--- src/rtl/dvp_camera_emulator_if.sv ---
// DVP camera bus: pixel clock, frame/line syncs and the data byte.
// The emulator drives the master side; the capture path sits on the slave side.
interface dvp_camera_emulator_if;
    logic       PCLK;
    logic       VSYNC;
    logic       HREF;
    logic [7:0] D;

    modport master (output PCLK, VSYNC, HREF, D);
    modport slave  (input  PCLK, VSYNC, HREF, D);
endinterface

--- src/rtl/dvp_camera_emulator.sv ---
// OV7670-style DVP transmitter producing YCbCr 4:2:2 test frames from CLOCK_24.
// Define DVP_EMU_PCLK_GATE_EN to hold PCLK low whenever HREF is low.
//
// state    | meaning
// S_IDLE   | no frame in progress, waiting for enable on a byte tick
// S_VSYNC  | VSYNC high for VS_LINES lines
// S_VBACK  | back porch, VBP lines
// S_ACTIVE | V_ACTIVE lines carrying pixel data while HREF is high
// S_VFRONT | front porch, VFP lines; frame_done on the last byte
module dvp_camera_emulator #(
    parameter int H_ACTIVE = 640,
    parameter int V_ACTIVE = 480,
    parameter int H_BLANK  = 288,
    parameter int VS_LINES = 3,
    parameter int VBP      = 17,
    parameter int VFP      = 10,
    parameter int SQ_SIZE  = 64
) (
    input  logic                         CLOCK_24,
    input  logic                         reset_n,
    input  logic                         enable,
    input  logic [1:0]                   mode,
    input  logic [9:0]                   sq_x,
    input  logic [9:0]                   sq_y,
    dvp_camera_emulator_if.master        dvp,
    output logic                         frame_done,
    output logic [7:0]                   frame_cnt
);
    localparam int LINE_BYTES = 2 * H_ACTIVE + H_BLANK;
    localparam int TOTAL      = VS_LINES + VBP + V_ACTIVE + VFP;
    localparam int BW         = $clog2(LINE_BYTES);
    localparam int LW         = $clog2(TOTAL);

    localparam logic [BW-1:0] B_LAST     = BW'(LINE_BYTES - 1);
    localparam logic [BW-1:0] B_HREF_END = BW'(2 * H_ACTIVE);
    localparam logic [LW-1:0] L_VS_END   = LW'(VS_LINES - 1);
    localparam logic [LW-1:0] L_VB_END   = LW'(VS_LINES + VBP - 1);
    localparam logic [LW-1:0] L_ACT_END  = LW'(VS_LINES + VBP + V_ACTIVE - 1);
    localparam logic [LW-1:0] L_LAST     = LW'(TOTAL - 1);

    localparam logic [2:0] S_IDLE   = 3'd0;
    localparam logic [2:0] S_VSYNC  = 3'd1;
    localparam logic [2:0] S_VBACK  = 3'd2;
    localparam logic [2:0] S_ACTIVE = 3'd3;
    localparam logic [2:0] S_VFRONT = 3'd4;

    logic [2:0]    state, nxt_state;
    logic [BW-1:0] byte_cnt, nxt_byte;
    logic [LW-1:0] line_cnt, nxt_line;
    logic [1:0]    mode_q, nxt_mode;
    logic [9:0]    sqx_q, sqy_q, nxt_sqx, nxt_sqy;
    logic          pclk_q, vsync_q, href_q;
    logic [7:0]    d_q;
    logic          line_end, frame_end, start;

    // PCLK high means the next edge is the byte tick (PCLK 1->0)
    logic byte_tick;
    assign byte_tick = pclk_q;

    always_comb begin
        nxt_state = state;
        nxt_byte  = byte_cnt;
        nxt_line  = line_cnt;
        line_end  = (byte_cnt == B_LAST);
        frame_end = 1'b0;
        start     = 1'b0;
        if (state == S_IDLE) begin
            if (enable) begin
                nxt_state = S_VSYNC;
                nxt_byte  = '0;
                nxt_line  = '0;
                start     = 1'b1;
            end
        end else begin
            nxt_byte = line_end ? '0 : byte_cnt + 1'b1;
            if (line_end) begin
                nxt_line = line_cnt + 1'b1;
                case (state)
                    S_VSYNC:  if (line_cnt == L_VS_END)  nxt_state = S_VBACK;
                    S_VBACK:  if (line_cnt == L_VB_END)  nxt_state = S_ACTIVE;
                    S_ACTIVE: if (line_cnt == L_ACT_END) nxt_state = S_VFRONT;
                    default: begin
                        if (line_cnt == L_LAST) begin
                            frame_end = 1'b1;
                            nxt_line  = '0;
                            nxt_state = enable ? S_VSYNC : S_IDLE;
                            start     = enable;
                        end
                    end
                endcase
            end
        end
        nxt_mode = start ? mode : mode_q;
        nxt_sqx  = start ? sq_x : sqx_q;
        nxt_sqy  = start ? sq_y : sqy_q;
    end

    // 11-bit bounds so a square hanging off the right/bottom edge clips instead of wrapping
    function automatic logic in_sq(input logic [10:0] x, input logic [10:0] y,
                                   input logic [9:0] sx, input logic [9:0] sy);
        return (x >= {1'b0, sx}) && (x < {1'b0, sx} + 11'(SQ_SIZE)) &&
               (y >= {1'b0, sy}) && (y < {1'b0, sy} + 11'(SQ_SIZE));
    endfunction

    logic [10:0] px, px_even, py;
    logic [7:0]  y_v, cb_v, cr_v, d_n;
    logic        href_n;

    always_comb begin
        px      = 11'(nxt_byte >> 1);
        px_even = {px[10:1], 1'b0};
        py      = 11'(nxt_line) - 11'(VS_LINES + VBP);
        y_v     = 8'd128;
        cb_v    = 8'd128;
        cr_v    = 8'd128;
        case (nxt_mode)
            2'd0: y_v = px[9:2];
            2'd1: y_v = (px[5] ^ py[5]) ? 8'd235 : 8'd16;
            2'd2: begin
                y_v = in_sq(px, py, nxt_sqx, nxt_sqy) ? 8'd145 : 8'd128;
                if (in_sq(px_even, py, nxt_sqx, nxt_sqy)) begin
                    cb_v = 8'd54;
                    cr_v = 8'd34;
                end
            end
            default: y_v = frame_cnt;
        endcase
        href_n = (nxt_state == S_ACTIVE) && (nxt_byte < B_HREF_END);
        d_n    = 8'd0;
        if (href_n) begin
            case (nxt_byte[1:0])
                2'd0:    d_n = cb_v;
                2'd2:    d_n = cr_v;
                default: d_n = y_v;
            endcase
        end
    end

    always_ff @(posedge CLOCK_24 or negedge reset_n) begin
        if (!reset_n) begin
            pclk_q     <= 1'b0;
            state      <= S_IDLE;
            byte_cnt   <= '0;
            line_cnt   <= '0;
            mode_q     <= '0;
            sqx_q      <= '0;
            sqy_q      <= '0;
            vsync_q    <= 1'b0;
            href_q     <= 1'b0;
            d_q        <= '0;
            frame_done <= 1'b0;
            frame_cnt  <= '0;
        end else begin
            pclk_q     <= ~pclk_q;
            frame_done <= 1'b0;
            if (byte_tick) begin
                state      <= nxt_state;
                byte_cnt   <= nxt_byte;
                line_cnt   <= nxt_line;
                mode_q     <= nxt_mode;
                sqx_q      <= nxt_sqx;
                sqy_q      <= nxt_sqy;
                vsync_q    <= (nxt_state == S_VSYNC);
                href_q     <= href_n;
                d_q        <= d_n;
                frame_done <= frame_end;
                if (frame_end) frame_cnt <= frame_cnt + 8'd1;
            end
        end
    end

`ifdef DVP_EMU_PCLK_GATE_EN
    assign dvp.PCLK = pclk_q & href_q;
`else
    assign dvp.PCLK = pclk_q;
`endif
    assign dvp.VSYNC = vsync_q;
    assign dvp.HREF  = href_q;
    assign dvp.D     = d_q;
endmodule

--- src/flat_wrapper.sv ---
// flat-port wrapper written by rule: the top's interface ports become plain ports
module dvp_camera_emulator_flat 
#(
    parameter int H_ACTIVE = 640,
    parameter int V_ACTIVE = 480,
    parameter int H_BLANK  = 288,
    parameter int VS_LINES = 3,
    parameter int VBP      = 17,
    parameter int VFP      = 10,
    parameter int SQ_SIZE  = 64
)
  (CLOCK_24, reset_n, enable, mode, sq_x, sq_y, frame_done, frame_cnt, dvp_PCLK, dvp_VSYNC, dvp_HREF, dvp_D);
  dvp_camera_emulator_if dvp_i ();
  input  logic CLOCK_24;
  input  logic reset_n;
  input  logic enable;
  input  logic [1:0] mode;
  input  logic [9:0] sq_x;
  input  logic [9:0] sq_y;
  output logic frame_done;
  output logic [7:0] frame_cnt;
  output wire logic [$bits(dvp_i.PCLK)-1:0] dvp_PCLK;
  output wire logic [$bits(dvp_i.VSYNC)-1:0] dvp_VSYNC;
  output wire logic [$bits(dvp_i.HREF)-1:0] dvp_HREF;
  output wire logic [$bits(dvp_i.D)-1:0] dvp_D;
  assign dvp_PCLK = dvp_i.PCLK;
  assign dvp_VSYNC = dvp_i.VSYNC;
  assign dvp_HREF = dvp_i.HREF;
  assign dvp_D = dvp_i.D;
  dvp_camera_emulator #(.H_ACTIVE(H_ACTIVE), .V_ACTIVE(V_ACTIVE), .H_BLANK(H_BLANK), .VS_LINES(VS_LINES), .VBP(VBP), .VFP(VFP), .SQ_SIZE(SQ_SIZE)) u_core (.CLOCK_24(CLOCK_24), .reset_n(reset_n), .enable(enable), .mode(mode), .sq_x(sq_x), .sq_y(sq_y), .dvp(dvp_i), .frame_done(frame_done), .frame_cnt(frame_cnt));
endmodule
--- config.mk ---
export PLATFORM = sky130hd
export DESIGN_NAME = dvp_camera_emulator_flat
export DESIGN_NICKNAME = d
export VERILOG_FILES = /design/src/rtl/dvp_camera_emulator_if.sv /design/src/rtl/dvp_camera_emulator.sv /design/src/flat_wrapper.sv
export SDC_FILE = /design/constraint.sdc
export NUM_CORES = 1
export LEC_CHECK = 0
export CAP_MARGIN = 20
export CORE_UTILIZATION = 55
export DETAILED_ROUTE_END_ITERATION = 8
export PLACE_DENSITY_LB_ADDON = 0.3
export RECOVER_POWER = 100
export SLEW_MARGIN = 20
export SYNTH_ARGS = -nofsm -noshare
export SYNTH_HDL_FRONTEND = slang
export SYNTH_SLANG_ARGS = --single-unit
--- constraint.sdc ---
create_clock -name CLOCK_24 -period 13.88 [get_ports CLOCK_24]
set_clock_uncertainty 0.15 [all_clocks]
set_input_delay 2.776 -clock CLOCK_24 [delete_from_list [all_inputs] [get_ports CLOCK_24]]
set_output_delay 2.776 -clock CLOCK_24 [all_outputs]
set_load 0.02 [all_outputs]
==> out/metrics.cfg, run 1 <==
[critical_path]
cp_max_fo=22
reg2reg_slack_ns=7.54
timing.rr.end=u_core.dvp.D[7]$_DFFE_PN0P_
critical_path_class=input port to flip-flop
critPathCapture=u_core.dvp.D[7]$_DFFE_PN0P_
r2r_start=u_core.byte_cnt[5]$_DFFE_PN0P_
crit_start=enable
cp.required_ns=13.98
cp-end-kind=flip-flop
worstRegToRegCells=18
cp-start-kind=input port
cp.arrival_ns=7.97

[drt]
dr_total_vias=5037
wl_met2_microns=6713
drtAntennaViolNets=0
wl_per_cell_microns=19.04
via_per_inst=6.602
dr.pass1.iters=5
drtIter0Drc=512
wl_met3_microns=1163
totalWireLength_microns=14530
drc=0
maxUsedRoutingLayer=met4
wl_met1_microns=6225

[sta]
post-route-period-util_pct=56.74
setup_tns_ns=0
setup_viol=0
hold_viol=0
achievable-frequency_mhz=127.0
holdWs_ns=0.3432
slew_viol_final=178
min_period_ns=7.876
setup_slack_ns=6.004
worstMarginPinSlew_ns=3.653
rsz0062_at_grt=false
max-slew-margin-rel_pct=-143.5

[yosys]
synth_edf_count=0
syn-num-nets=686
synth_top_flop_cell=dfrtp_1
ys_warn_count=0
syn_area_sq_um=5154
synth.distinct_cells=70
async_flop_share_pct=100.0
ys_ff_latch=65
ys_seq_area_share_pct=31.56
syn_inst=623
postSynthAreaPerCell_sq_um=8.272

[clock_tree]
cts_resized=0
clock_path_buffers=2
cts_tree=yes
root_buffer=clkbuf_8
numCtsBuffers=9
cts.sinks=65
cts_hold_buf=0
clock_latency_ns=0.36
clk_pin_slew_ns=0.09
htree_num_levels=3
postCtsSetupBuffers=0

[power]
pwr-share-comb_pct=3.2
p_leak_nw=2.599
power_switching_mw=0.09218
power_mw=0.3760
p_per_area_nw_per_um2=64.63
p_int_mw=0.2839
seqPwrFrac_pct=50.3
peakVddDrop_v=0.00003856
p_sw_share_pct=24.51
power.clock.fraction_pct=46.5

[floorplanning]
die_h_microns=98.80
initial_core_util_pct=57.97
io_pins=45
die_area_sq_um=9761
fp-row-count=34
die_x_microns=98.80
core_sq_um=8891

[placement]
dp_hpwl_microns=10540
dpl-instance-area_sq_um=5628
io_buffers=44
dp_cells=746
pre_cts_slack_ns=6.216
globalplace.congestion=0.9744

[worst_hold_path]
min_path_type=flip-flop to flip-flop
hold_depth=1

[cells_and_area]
antenna_cells=0
instances_no_fill=763
drive_above_1_share_pct=5.802
num-fill-cells=769
area_delta_synth_final_pct=12.89
final_core_util_pct=65.44
stdcell_area_sq_um=5818
nets=713

[status]
outcome=complete, but fails checks
violations=capacitance limit, slew limit

[global_route]
grt_pass1_vias=4961
grt_pass1_wl_microns=24780
grt_overflow=0
track_usage_pct=31.91
antenna_found_initial=0
grt_start_max_net_pins=89

[flow_run]
cap_violations=3

[routing by layer]
layer	vias up	global-route usage, %
li1	2349	-
met1	2401	43.27
met2	241	50.78
met3	46	5.957
met4	0	12.06
met5	-	0
[power by group through the flow]
stage | Sequential, mW | Clock, mW | Combinational (mW)
final | 0.189 | 0.175 | 0.0120
after global routing | 0.189 | 0.186 | 0.0135
after CTS | 0.189 | 0.175 | 0.0126
after detailed placement | 0.193 | 0 | 0.0125
after global placement | 0.193 | 0 | 0.0122
after floorplan | 0.193 | 0 | 0.000977
[cell type report]
cell class	count	area [sq um]	share of cell area, %
Clock buffer	10	137.6	2.366
Clock inverter	6	66.31	1.140
Inverter	24	90.09	1.548
Multi-Input combinational cell	497	3279	56.37
Sequential cell	65	1628	27.98
Tap cell	108	135.1	2.323
Timing Repair Buffer	53	481.7	8.280
[cell usage in the layout, fill, tap and decap left out, drive strengths merged, types with 4 or more instances in the layout]
master,n
clkdlybuf4s50,22
nand2,43
nand3,24
a31oi,5
xnor2,9
clkbuf,15
a22oi,5
and3,7
nor2,77
ha,38
o211ai,7
dlygate4sd3,21
and2,7
nor3,19
nand2b,6
nor4,6
clkinv,4
nand4,21
mux2,7
o31ai,8
o21ai,33
a21oi,55
xor2,9
a21o,7
o2bb2ai,6
a211oi,7
buf,5
dfrtp,65
mux2i,23
nor2b,6
or3,4
inv,25
[Yosys cell counts (all sizes together), types with 3 or more instances]
master,n,share of area [%]
nor2,77,5.6
dfrtp,65,32
a21oi,55,5.3
nand2,43,3.1
ha,38,9.2
o21ai,33,3.2
clkbuf,31,2.3
inv,24,1.7
nand3,24,2.3
mux2i,23,4.5
nand4,21,2.5
nor3,19,2.2
xnor2,9,1.5
xor2,9,1.5
o31ai,8,1.2
a211oi,7,1.0
a21o,7,1.0
and2,7,0.85
and3,7,0.85
mux2,7,1.5
o211ai,7,1.0
buf,6,0.78
nand2b,6,0.73
nor2b,6,0.73
nor4,6,0.73
o2bb2ai,6,1.0
a22oi,5,0.73
a31oi,5,0.61
or3,4,0.49
a32oi,3,0.51
nor3b,3,0.44
o21a,3,0.44
o22a,3,0.51
o311ai,3,0.51
o31a,3,0.51
o32ai,3,0.51
[state kept, by name, summed over array words and instances, names as in the netlist]
name               count
u_core.dvp.D           8
u_core.line_cnt        9
u_core.frame_done      1
u_core.dvp.VSYNC       1
u_core.sqy_q          10
u_core.sqx_q          10
u_core.dvp.PCLK        1
u_core.dvp.HREF        1
u_core.byte_cnt       11
u_core.mode_q          2
u_core.frame_cnt       8
u_core.state           3
[how the worst min path moves through the flow]
stage	endpoint	start
global route	u_core.dvp.HREF$_DFFE_PN0P_	u_core.dvp.HREF$_DFFE_PN0P_
CTS	u_core.dvp.HREF$_DFFE_PN0P_	u_core.dvp.HREF$_DFFE_PN0P_
floorplan	u_core.sqy_q[0]$_DFFE_PN0P_	u_core.sqy_q[0]$_DFFE_PN0P_
detailed placement	u_core.dvp.HREF$_DFFE_PN0P_	u_core.dvp.HREF$_DFFE_PN0P_
global placement	u_core.dvp.HREF$_DFFE_PN0P_	u_core.dvp.HREF$_DFFE_PN0P_
finish	u_core.dvp.HREF$_DFFE_PN0P_	u_core.dvp.HREF$_DFFE_PN0P_
[cells by family after synthesis]
group                      count (synthesis)  share of synthesized area, %
DFF                                       65                         31.56
buffers and inverters                     61                         4.807
adders and majority gates                 38                         9.226
and+or+nand+nor                          237                         23.02
AOI/OAI and AO/OA                        173                         21.87
xor gates and xnor gates                  19                         3.520
muxes                                     30                         5.997
[critical path: stages]
cell	delay, ns
dlygate4sd3_1	0.69
nand2_1	0.10
clkbuf_1	1.10
mux2i_1	0.52
inv_1	0.15
ha_1	0.26
xor2_1	0.17
ha_1	0.33
a21oi_1	0.14
o21ai_0	0.13
nor3b_1	0.28
nand4_1	0.17
o2bb2ai_1	0.20
a211oi_1	0.36
a21oi_1	0.19
a221o_1	0.39
No activity file was read; power rests on OpenSTA's default activity.
==> run 2, diff against run 1 <==
--- a/config.mk
+++ b/config.mk
@@ -6,7 +6,7 @@
 export NUM_CORES = 1
 export LEC_CHECK = 0
 export CAP_MARGIN = 20
-export CORE_UTILIZATION = 55
+export CORE_UTILIZATION = 53
 export DETAILED_ROUTE_END_ITERATION = 8
 export PLACE_DENSITY_LB_ADDON = 0.3
 export RECOVER_POWER = 100
==> constraint.sdc (replaced) <==
create_clock -name CLOCK_24 -period 6.56 [get_ports CLOCK_24]
set_clock_uncertainty 0.15 [all_clocks]
set_input_delay 1.312 -clock CLOCK_24 [delete_from_list [all_inputs] [get_ports CLOCK_24]]
set_output_delay 1.312 -clock CLOCK_24 [all_outputs]
set_load 0.02 [all_outputs]
==> run 2 against run 1 <==
Compared with the run above: the flow still finishes with violations (capacitance limit, slew limit); power increased by 120%; hold slack improved by 0.0070 ns; via count decreased by 2.7%; register-to-register slack got worse by 6.9 ns.
==> out/metrics.cfg, run 2 (synthesized netlist as in run 1, its figures left out) <==
[status]
outcome=complete, but fails checks
violations=capacitance limit, slew limit

[placement]
io_buffers=44  ; unchanged
dpl-instance-area_sq_um=5669  ; +0.73%
pre_cts_slack_ns=0.5737  ; -5.643 ns
dp_hpwl_microns=10320  ; -2.1%
globalplace.congestion=0.9313  ; -4.4%

[global_route]
grt_start_max_net_pins=90  ; +1.1%
grt_pass1_vias=4679  ; -5.7%
grt_pass1_wl_microns=23380  ; -5.6%
track_usage_pct=29.62  ; -2.3 points
antenna_found_initial=0  ; unchanged
grt_overflow=0  ; unchanged

[critical_path]
worstRegToRegCells=17  ; -1
reg2reg_slack_ns=0.67  ; -6.87 ns
cp-start-kind=flip-flop
critical_path_class=flip-flop to flip-flop
cp.required_ns=6.65  ; -7.33 ns
cp.arrival_ns=5.98  ; -1.99 ns
cp-end-kind=flip-flop
cp_max_fo=12  ; -45%

[cells_and_area]
final_cell_mix=nor2_1 (77), dfrtp_1 (64), a21oi_1 (55), nand2_1 (43), ha_1 (38)
reg_top3=u_core.byte_cnt x11, u_core.sqx_q x10, u_core.sqy_q x10
drive_above_1_share_pct=6.555  ; +0.75 points
nets=714  ; +0.14%
multiInputGateArea_sq_um=3279  ; unchanged
final_core_util_pct=63.15  ; -2.3 points
final_common_cell=nor2_1
regMostFlops=u_core.byte_cnt
largest_reg_flops=11  ; unchanged
num-fill-cells=826  ; +7.4%
area_delta_synth_final_pct=14.30
antenna_cells=0  ; unchanged
stdcell_area_sq_um=5891  ; +1.2%
seq_area_sq_um=1628  ; unchanged

[drt]
totalWireLength_microns=14250  ; -2.0%
dr.pass1.iters=5  ; unchanged
drc=0  ; unchanged
via_per_inst=6.246  ; -5.4%
drtAntennaViolNets=0  ; unchanged
drtIter0Drc=444  ; -13%
dr_total_vias=4903  ; -2.7%
wl_per_cell_microns=18.15  ; -4.7%

[clock_tree]
htree_num_levels=3  ; unchanged
clk_pin_slew_ns=0.08  ; about the same
numCtsBuffers=9  ; unchanged
cts.sinks=65  ; unchanged
root_buffer=clkbuf_8
clock_path_buffers=2  ; unchanged
cts_hold_buf=0  ; unchanged
cts_tree=yes
clock_latency_ns=0.36  ; about the same
cts_resized=0  ; unchanged
postCtsSetupBuffers=0  ; unchanged

[worst_hold_path]
min_path_type=flip-flop to flip-flop
hold_depth=1  ; unchanged

[floorplanning]
die_h_microns=100.6  ; +1.8%
core_sq_um=9328  ; +4.9%
die_area_sq_um=10120  ; +3.7%
fp-row-count=35  ; +2.9%
die_x_microns=100.6  ; +1.8%
io_pins=45  ; unchanged
initial_core_util_pct=55.25  ; -2.7 points

[sta]
slew_viol_final=156  ; -12%
max-slew-margin-rel_pct=-137.3  ; +6.2 points
achievable-frequency_mhz=169.8
hold_viol=0  ; unchanged
setup_tns_ns=0  ; unchanged
post-route-period-util_pct=89.75
rsz0062_at_grt=false
min_period_ns=5.888
setup_slack_ns=0.6721  ; -5.332 ns
worstMarginPinSlew_ns=3.559  ; -0.09356 ns
setup_viol=0  ; unchanged

[power]
pwr-share-comb_pct=3.1  ; about the same
p_int_mw=0.6383  ; +120%
p_sw_share_pct=23.28  ; -1.2 points
power_switching_mw=0.1937  ; +110%
peakVddDrop_v=0.0001261  ; +230%
seqPwrFrac_pct=48.1  ; -2.2 points
p_per_area_nw_per_um2=141.2  ; +120%
power.clock.fraction_pct=48.8  ; +2.3 points
p_leak_nw=2.614  ; +0.59%

[flow_run]
cap_violations=2  ; -1

-- run 2: changes by cell type in the layout (fill, tap and decap cells not counted), sizes merged --
cell,delta
clkinv,-3
clkbuf,-3
dlygate4sd3,-1
clkdlybuf4s50,+1
inv,-1
bufinv,+1
clkinvlp,+3
buf,+4
-- run 2: path summary, 6_finish.rpt --
| path | endpoint | start |
|---|---|---|
| setup / recovery | u_core.dvp.D[7]$_DFFE_PN0P_ | u_core.byte_cnt[5]$_DFFE_PN0P_ |
| min in group asynchronous | u_core.line_cnt[7]$_DFFE_PN0P_ | reset_n |
| setup reg to reg | u_core.dvp.D[7]$_DFFE_PN0P_ | u_core.byte_cnt[5]$_DFFE_PN0P_ |
| hold / removal | u_core.dvp.D[2]$_DFFE_PN0P_ | u_core.dvp.D[2]$_DFFE_PN0P_ |
| hold reg to reg | u_core.dvp.D[2]$_DFFE_PN0P_ | u_core.dvp.D[2]$_DFFE_PN0P_ |
| max in group asynchronous | u_core.dvp.PCLK$_DFF_PN0_ | reset_n |
-- run 2: power by group through the flow --
stage / Clock, mW / Sequential [mW] / Combinational (mW)
floorplan: 0 / 0.408 / 0.00207
global placement: 0 / 0.408 / 0.0260
detailed placement: 0 / 0.408 / 0.0265
CTS: 0.407 / 0.400 / 0.0265
global route: 0.426 / 0.400 / 0.0282
finish: 0.406 / 0.400 / 0.0255
-- run 2: per-layer routing --
| layer | GRT usage (%) | routed length [microns] | vias up |
|---|---|---|---|
| li1 | - | - | 2349 |
| met1 | 39.35 | 6310 | 2337 |
| met2 | 49.37 | 6819 | 192 |
| met3 | 5.270 | 875 | 25 |
| met4 | 8.807 | 241 | 0 |
| met5 | 0 | 0 | - |
-- run 2: cell type report --
type	count	share of cell area, %
clock buffer	10	2.336
clock inverter	6	1.551
inverter	24	1.529
multi-input combinational	497	55.67
sequential	65	27.63
tap	129	2.740
timing repair buffer	54	8.539
-- run 2: metrics by stage --
stage / power (mW) / hold WS, ns / instances
finish: 0.8320 / 0.3503 / 785
CTS: 0.8339 / 0.3562 / 785
global route: 0.8547 / 0.3563 / 785
floorplan: 0.4104 / 0.3250 / 623
detailed placement: 0.4348 / 0.3340 / 769
global placement: 0.4343 / 0.3214 / 769
-- run 2: critical path: stages (launching register included) --
cell and delay [ns]:
dfrtp_1 0.49, or4b_4 0.60, nor3_2 0.50, a31o_1 0.51, nand2_1 0.40, mux2i_1 0.44
inv_1 0.12, ha_1 0.24, xor2_1 0.17, ha_1 0.32, a21oi_1 0.16, o21ai_0 0.16
nor3b_1 0.23, nand4_1 0.12, o2bb2ai_1 0.20, a211oi_1 0.38, a21oi_1 0.18, a221o_1 0.39
==> run 3, diff against run 2 <==
--- a/config.mk
+++ b/config.mk
@@ -7,6 +7,7 @@
 export LEC_CHECK = 0
 export CAP_MARGIN = 20
 export CORE_UTILIZATION = 53
+export CTS_CLUSTER_SIZE = 25
 export DETAILED_ROUTE_END_ITERATION = 8
 export PLACE_DENSITY_LB_ADDON = 0.3
 export RECOVER_POWER = 100
==> results of run 3 <==
No change in the layout: final DEF, timing and power equal those of run 2.
